### src/rtl/axis_fifo_buf.sv
// AXI4-Stream FIFO with first-word-fall-through registered output and full sideband set.
// Define AXIS_FIFO_BUF_PACKET_MODE_EN to build the store-and-forward packet mode.
module axis_fifo_buf #(
    parameter int DATA_W = 32,
    parameter int ID_W   = 8,
    parameter int USER_W = 0,
    parameter int DEPTH  = 16,
    parameter int CNT_W  = $clog2(DEPTH) + 1,
    localparam int KEEP_W = DATA_W / 8,
    localparam int UW     = (USER_W > 0) ? USER_W : 1
) (
    input  logic              clk,
    input  logic              rst,
    input  logic [DATA_W-1:0] s_axis_tdata,
    input  logic [KEEP_W-1:0] s_axis_tkeep,
    input  logic              s_axis_tlast,
    input  logic [ID_W-1:0]   s_axis_tid,
    input  logic [ID_W-1:0]   s_axis_tdest,
    input  logic [UW-1:0]     s_axis_tuser,
    input  logic              s_axis_tvalid,
    output logic              s_axis_tready,
    output logic [DATA_W-1:0] m_axis_tdata,
    output logic [KEEP_W-1:0] m_axis_tkeep,
    output logic              m_axis_tlast,
    output logic [ID_W-1:0]   m_axis_tid,
    output logic [ID_W-1:0]   m_axis_tdest,
    output logic [UW-1:0]     m_axis_tuser,
    output logic              m_axis_tvalid,
    input  logic              m_axis_tready,
    output logic [CNT_W-1:0]  count,
    output logic              full,
    output logic              empty
);

    localparam int AW = $clog2(DEPTH);
    localparam int PW = UW + 2 * ID_W + 1 + KEEP_W + DATA_W;

    logic [PW-1:0] mem [DEPTH];
    logic [PW-1:0] in_word;
    logic [PW-1:0] out_word;
    logic [AW-1:0] wr_ptr;
    logic [AW-1:0] rd_ptr;
    logic [AW-1:0] rd_next;
    logic [UW-1:0] user_in;
    logic          push;
    logic          pop;
    logic          release_out;

    generate
        if (USER_W > 0) begin : g_user
            assign user_in = s_axis_tuser;
        end else begin : g_no_user
            logic unused_tuser;
            assign unused_tuser = ^s_axis_tuser;
            assign user_in      = '0;
        end
    endgenerate

    assign in_word = {user_in, s_axis_tdest, s_axis_tid, s_axis_tlast, s_axis_tkeep, s_axis_tdata};
    assign {m_axis_tuser, m_axis_tdest, m_axis_tid, m_axis_tlast, m_axis_tkeep, m_axis_tdata} = out_word;

    // Flags come straight from the count register, so ready never depends on m_axis_tready.
    assign full          = (count == CNT_W'(DEPTH));
    assign empty         = (count == '0);
    assign s_axis_tready = !full;
    assign m_axis_tvalid = !empty && release_out;
    assign push          = s_axis_tvalid && !full;
    assign pop           = m_axis_tvalid && m_axis_tready;
    assign rd_next       = rd_ptr + AW'(1);

    always_ff @(posedge clk) begin
        if (push) begin
            mem[wr_ptr] <= in_word;
        end
    end

    // out_word always mirrors the head entry; it is refilled from the array or the input.
    always_ff @(posedge clk) begin
        if (rst) begin
            wr_ptr   <= '0;
            rd_ptr   <= '0;
            count    <= '0;
            out_word <= '0;
        end else begin
            if (push) begin
                wr_ptr <= wr_ptr + AW'(1);
            end
            if (pop) begin
                rd_ptr <= rd_next;
            end
            case ({push, pop})
                2'b10:   count <= count + CNT_W'(1);
                2'b01:   count <= count - CNT_W'(1);
                default: count <= count;
            endcase
            if (pop) begin
                if (count >= CNT_W'(2)) begin
                    out_word <= mem[rd_next];
                end else if (push) begin
                    out_word <= in_word;
                end
            end else if (empty && push) begin
                out_word <= in_word;
            end
        end
    end

`ifdef AXIS_FIFO_BUF_PACKET_MODE_EN
    logic [CNT_W-1:0] pkt_cnt;
    logic             in_pkt;
    logic             push_last;
    logic             pop_last;

    assign push_last = push && s_axis_tlast;
    assign pop_last  = pop && m_axis_tlast;

    always_ff @(posedge clk) begin
        if (rst) begin
            pkt_cnt <= '0;
            in_pkt  <= 1'b0;
        end else begin
            case ({push_last, pop_last})
                2'b10:   pkt_cnt <= pkt_cnt + CNT_W'(1);
                2'b01:   pkt_cnt <= pkt_cnt - CNT_W'(1);
                default: pkt_cnt <= pkt_cnt;
            endcase
            if (pop) begin
                in_pkt <= !m_axis_tlast;
            end
        end
    end

    // A full buffer with no complete packet would deadlock, so it drains cut-through;
    // in_pkt then keeps the output open until that packet's tlast leaves.
    assign release_out = (pkt_cnt != '0) || in_pkt || full;
`else
    assign release_out = 1'b1;
`endif

endmodule

### config.mk
export PLATFORM = sky130hd
export DESIGN_NAME = axis_fifo_buf
export DESIGN_NICKNAME = d
export VERILOG_FILES = /design/src/rtl/axis_fifo_buf.sv
export SDC_FILE = /design/constraint.sdc
export NUM_CORES = 1
export LEC_CHECK = 0
export ABC_AREA = 1
export BUFFER_PORTS_ARGS = -buffer_cell sky130_fd_sc_hd__buf_2
export CAP_MARGIN = 20
export CORE_MARGIN = 8
export CORE_UTILIZATION = 65
export CTS_BUF_LIST = sky130_fd_sc_hd__clkbuf_16
export DETAILED_ROUTE_END_ITERATION = 8
export PLACE_DENSITY_LB_ADDON = 0.25
export REMOVE_ABC_BUFFERS = 1
export SYNTH_ARGS = -nofsm -noshare
export SYNTH_HDL_FRONTEND = slang
export SYNTH_SLANG_ARGS = --single-unit
### constraint.sdc
create_clock -name clk -period 11.8 [get_ports clk]
set_input_delay 2.36 -clock clk [delete_from_list [all_inputs] [get_ports clk]]
set_output_delay 2.36 -clock clk [all_outputs]
set_load 0.03 [all_outputs]
# After elaboration in Yosys (flattened, before gate mapping)
# Memory sizes are Yosys's and may differ from the RTL's.
# Cells that the tools add are included.
[classes]
addsub = 4
n_lt_le_gt_ge = 1
eq_ne = 4
muxes = 7
n_reduce_logical = 9
[op_table]
columns = ["operator", "count"]
rows = [
  ["$mux 54", 4],
  ["$pmux 5 s2", 1],
  ["$add 4x1->4 const B", 2],
  ["$add 5x1->5 const B", 1],
  ["$eq 5x5->1 const B", 1],
  ["$ge 5x2->1 const B", 1],
  ["$logic_not 5->1", 1],
  ["$sub 5x1->5 const B", 1],
  ["$reduce_bool 2->1", 2],
  ["$logic_and 1x1->1", 3],
  ["$ne 3x2->1 const B", 1],
  ["$eq 2x1->1 const B", 1],
  ["$eq 2x2->1 const B", 1],
  ["$logic_not 1->1", 2],
  ["$mux 1", 2],
  ["$reduce_and 2->1", 1],
]
[totals]
regBits = 67
ram_bits = 848
inputBits = 58
word_cells = 30
mem_count = 1
[mem_list]
columns = ["memory", "depth", "word_bits", "read_ports", "rd_ports_with_merged_regs", "write_ports", "line", "source"]
rows = [
  ["mem", 16, 53, 1, 0, 1, "38", "logic [PW-1:0] mem [DEPTH];"],
]

# Depth between registers and ports, before layout
[logic_depth]
word_depth = 6
mapped_depth = 16

# Worst setup path after synthesis
# No wires, ideal clock.
[synth_timing]
path_type = "input to register"
from = "in s_axis_tvalid"
to = "mem mem[11][0] (netlist bit), enable pin"
t_arrival_ps = 4984
required_ps = 11336
slack_ps = 6352
path_stages = 4
cell_sequence = "nand2_1 inv_1 nand2_1 nor2_1"
[synth_between]
elab_chain_cells = 3
[synth_rtl]
columns = ["element", "line", "source"]
rows = [
  ["start: declaration", "20", "input logic s_axis_tvalid,"],
  ["$logic_and 1x1->1", "67", "assign push = s_axis_tvalid && !full;"],
  ["$mux 1", "72", "if (push) begin"],
  ["$mux 1 (implied by the code)", "73", "mem[wr_ptr] <= in_word;"],
  ["end: declaration", "38", ""],
]
# Every way passes these cells.

# Worst setup path after layout
[layout_timing]
from = "reg count[2]"
to = "out empty"
[layout_between]
elab_chain_cells = 1
[layout_rtl]
columns = ["element", "line", "source"]
rows = [
  ["start: declaration", "30", "output logic [CNT_W-1:0] count,"],
  ["start signal: assignment", "92", "2'b10: count <= count + CNT_W'(1);"],
  ["start signal: assignment", "93", "2'b01: count <= count - CNT_W'(1);"],
  ["start signal: assignment", "94", "default: count <= count;"],
  ["$logic_not 5->1", "64", "assign empty = (count == '0);"],
  ["end: declaration", "32", "output logic empty"],
]
# Every way passes these cells.

==> results.py <==
metrics = {
    "setup_path": {
        "reg2reg_slack_ps": 7410,
        "start_kind": "flop",
        "path_cells": "nor2_4, nand3_4, nor2_4, buf_2",
        "cpLargestDelayFamily": "simple AND/OR/NAND/NOR gates",
        "crit_path_max_fanout": 57,
        "cp_common_cell": "nor2_4",
        "rr_startpoint": "rd_ptr[0]",
        "crit_type": "reg -> out",
        "critPathMaxStageDelay_ps": 740,
        "worstRegToRegCells": 9,
        "cp.arrival_ps": 2640,
        "cp-end-kind": "primary output",
        "cp_num_buf_inv": 1,
        "critical_path_required_ps": 9440,
        "r2r-end": "out_word[5]",
        "slowest_stage": "nand3_4",
    },
    "synth": {
        "synth_common_cells": "nand2_1, edfxtp_1, inv_1",
        "synth-edff-count": 848,
        "synth_area_sq_um": 40550,
        "synth_seq_area_share_pct": 66.06,
        "yosysMostFrequentCell": "nand2_1",
        "synth_seq_cells": 914,
        "synthCells": 4166,
        "yosys.area.top_type": "edfxtp_1",
        "ys_warn_count": 0,
        "synth_top_area_share_pct": 62.80,
        "synth_ff_type": "edfxtp_1",
        "synthArstFlopShare_pct": 0,
        "synth_area_leaders": "edfxtp_1, nand2_1, inv_1, nand3_1, dfxtp_1",
        "yosys.cell_types.count": 31,
        "avgSynthCellArea_sq_um": 9.734,
    },
    "die": {
        "pin_count": 121,
        "die_w_um": 265.8,
        "core_sq_um": 61710,
        "initial_core_util_pct": 65.71,
        "die_h_um": 265.8,
        "die_area_sq_um": 70630,
        "row_count": 91,
    },
    "clock_tree": {
        "hold_buffers": 0,
        "clkLatencyLatePin_ps": 650,
        "cts.sinks": 914,
        "cts_tree": "yes",
        "cts_buffers": 91,
        "cts_resized": 0,
        "path_clk_slew_ps": 60,
        "cts_setup_buffers": 0,
        "cts_root_buf": "clkbuf_16",
        "cts-htree-levels": 3,
        "cts_buffer_depth": 3,
    },
    "route": {
        "wl_um": 95730,
        "via_per_inst": 5.465,
        "wire_per_inst_um": 18.69,
        "drc": 0,
        "postRouteAntennaNets": 0,
        "drt_iter0_markers": 3016,
        "num_vias": 27990,
        "firstDrtPassIters": 5,
    },
    "pwr": {
        "p_total_mw": 10.14,
        "leakagePower_nw": 19.80,
        "switching_share_pct": 37.88,
        "seqPwrFrac_pct": 37.7,
        "clkPwrFrac_pct": 27.6,
        "p_int_mw": 6.300,
        "p_per_area_nw_per_um2": 227.3,
        "switchingPower_mw": 3.841,
        "comb_power_share_pct": 34.7,
        "ir_worst_vdd_v": 0.0004553,
    },
    "sta": {
        "fin_hold_ws_ps": 504.9,
        "fmaxAchievable_ghz": 0.2000,
        "post-route-min-period_ps": 5000,
        "tightest_slew_ps": 1107,
        "final.setup.tns_ps": 0,
        "slew_viol_final": 0,
        "setup_viol": 0,
        "slew-limit-headroom_pct": 26.18,
        "hold_viol_final": 0,
        "rsz0062_at_grt": "false",
        "skew_ps": 18.56,
        "fin_crit_sh_pct": 42.37,
    },
    "grt": {
        "track_usage_pct": 27.10,
        "grt_pass1_wl_um": 149400,
        "grt_max_degree": 212,
        "gr-total-overflow": 0,
        "first_global_vias": 27360,
        "antenna_found_initial": 6,
    },
    "final_layout": {
        "final_area_sq_um": 44610,
        "stdcell_count": 5121,
        "final_net_count": 4272,
        "area_growth_pct": 10.02,
        "final_layout_size_suffix_gt1_share_pct": 9.390,
    },
    "worst_hold_path": {
        "worstHoldEndpoint": "rd_ptr[3]",
        "whs_path_depth": 2,
        "hp-class": "reg -> reg",
        "worstHoldStart": "rd_ptr[3]",
    },
    "placed_design": {
        "post-dp-hpwl_um": 46920,
        "dp_cells": 4949,
        "detailed_place.area_sq_um": 41710,
        "port_buffers": 118,
        "place_congestion": 0.7579,
    },
    "outcome": {
        "status": "complete, no violations",
    },
    "run": {
        "drv_cap": 0,
    },
}
==> power by group through the flow <==
stage	Combinational (mW)	Sequential [mW]	Clock [mW]
6_report	3.52	3.82	2.80
5_1_grt	3.92	3.84	2.94
4_1_cts	3.50	3.82	2.82
3_5_place_dp	3.47	3.89	0
3_3_place_gp	3.40	3.88	0
2_1_floorplan	2.39	4.14	0
==> cell type report <==
class | count | area, sq um
Timing Repair Buffer | 156 | 913.4
Clock inverter | 76 | 574.3
Clock buffer | 92 | 2302
Inverter | 769 | 2905
Sequential cell | 914 | 26790
Fill cell | 4205 | 17100
Antenna cell | 3 | 7.507
Multi-Input combinational cell | 2274 | 10070
Tap cell | 837 | 1047
==> registers in the layout, indices dropped and copies added, names as in the netlist <==
register / count
rd_ptr: 4
wr_ptr: 4
mem: 848
out_word: 53
count: 5
==> worst reg2reg max path, stage by stage (launching register included) <==
cell and delay, ps:
dfxtp_4 990, buf_12 650, nand4_1 290, nand2_4 620, inv_4 480, buf_4 570, nand2_1 230, nand3_1 120
nand3_1 240, a21oi_1 100
==> cells in the final DEF (no fill, tap or decap), types with 5 or more instances in the layout <==
master | Yosys | layout
nor2_4 | 2 | 19
clkinv_1 | 2 | 24
inv_1 | 764 | 783
a21oi_2 | 16 | 16
edfxtp_1 | 848 | 848
xor2_1 | 5 | 5
o21ai_0 | 10 | 10
or2_2 | 53 | 53
a21boi_0 | 53 | 53
nor2_1 | 56 | 40
clkbuf_16 | 0 | 92
dfxtp_1 | 66 | 65
buf_2 | 101 | 118
clkinv_2 | 0 | 19
buf_4 | 3 | 35
nand3_1 | 535 | 535
ha_1 | 8 | 7
bufinv_16 | 0 | 9
nor2_2 | 21 | 20
nand2_1 | 1455 | 1455
a21oi_1 | 48 | 48
==> layer usage <==
metal	GRT usage [%]	vias to the layer above	wire, um	part of all wire [%]
li1	-	13270	-	-
met1	35.84	13170	37070	39
met2	45.33	1311	46560	49
met3	4.696	239	8964	9.4
met4	9.521	2	3119	3.3
met5	0	-	13	0.014
==> cells by family (layout without fill, tap and decap cells) <==
| logic type | count (synthesis) | after routing | share of synthesized area, % |
|---|---|---|---|
| XOR/XNOR | 6 | 6 | 0.1481 |
| AO/OA/AOI/OAI | 130 | 130 | 2.120 |
| flip-flops | 914 | 914 | 66.06 |
| adder cells (fa/ha/maj) | 8 | 8 | 0.2469 |
| other | 1 | 4 | 0.009248 |
| AND/OR/NAND/NOR | 2129 | 2129 | 21.92 |
| buffers and inverters | 978 | 1093 | 9.504 |
==> worst max path at each step <==
stage | start | endpoint | depth (start not counted)
after CTS | count[2] | empty | 4
after floorplan | rd_ptr[0] | out_word[12] | 8
after global routing | count[2] | empty | 4
after global placement | m_axis_tready | out_word[10] | 11
after detailed placement | m_axis_tready | out_word[32] | 11
final | count[2] | empty | 4
==> metrics by stage <==
stage	utilization [%]	setup WS, ps
floorplan	-	-10480
global placement	67.55	6510
detailed placement	67.58	6428
CTS	72.25	6755
global route	72.28	6662
finish	72.29	6800
Power figures use the tool's default switching activity.
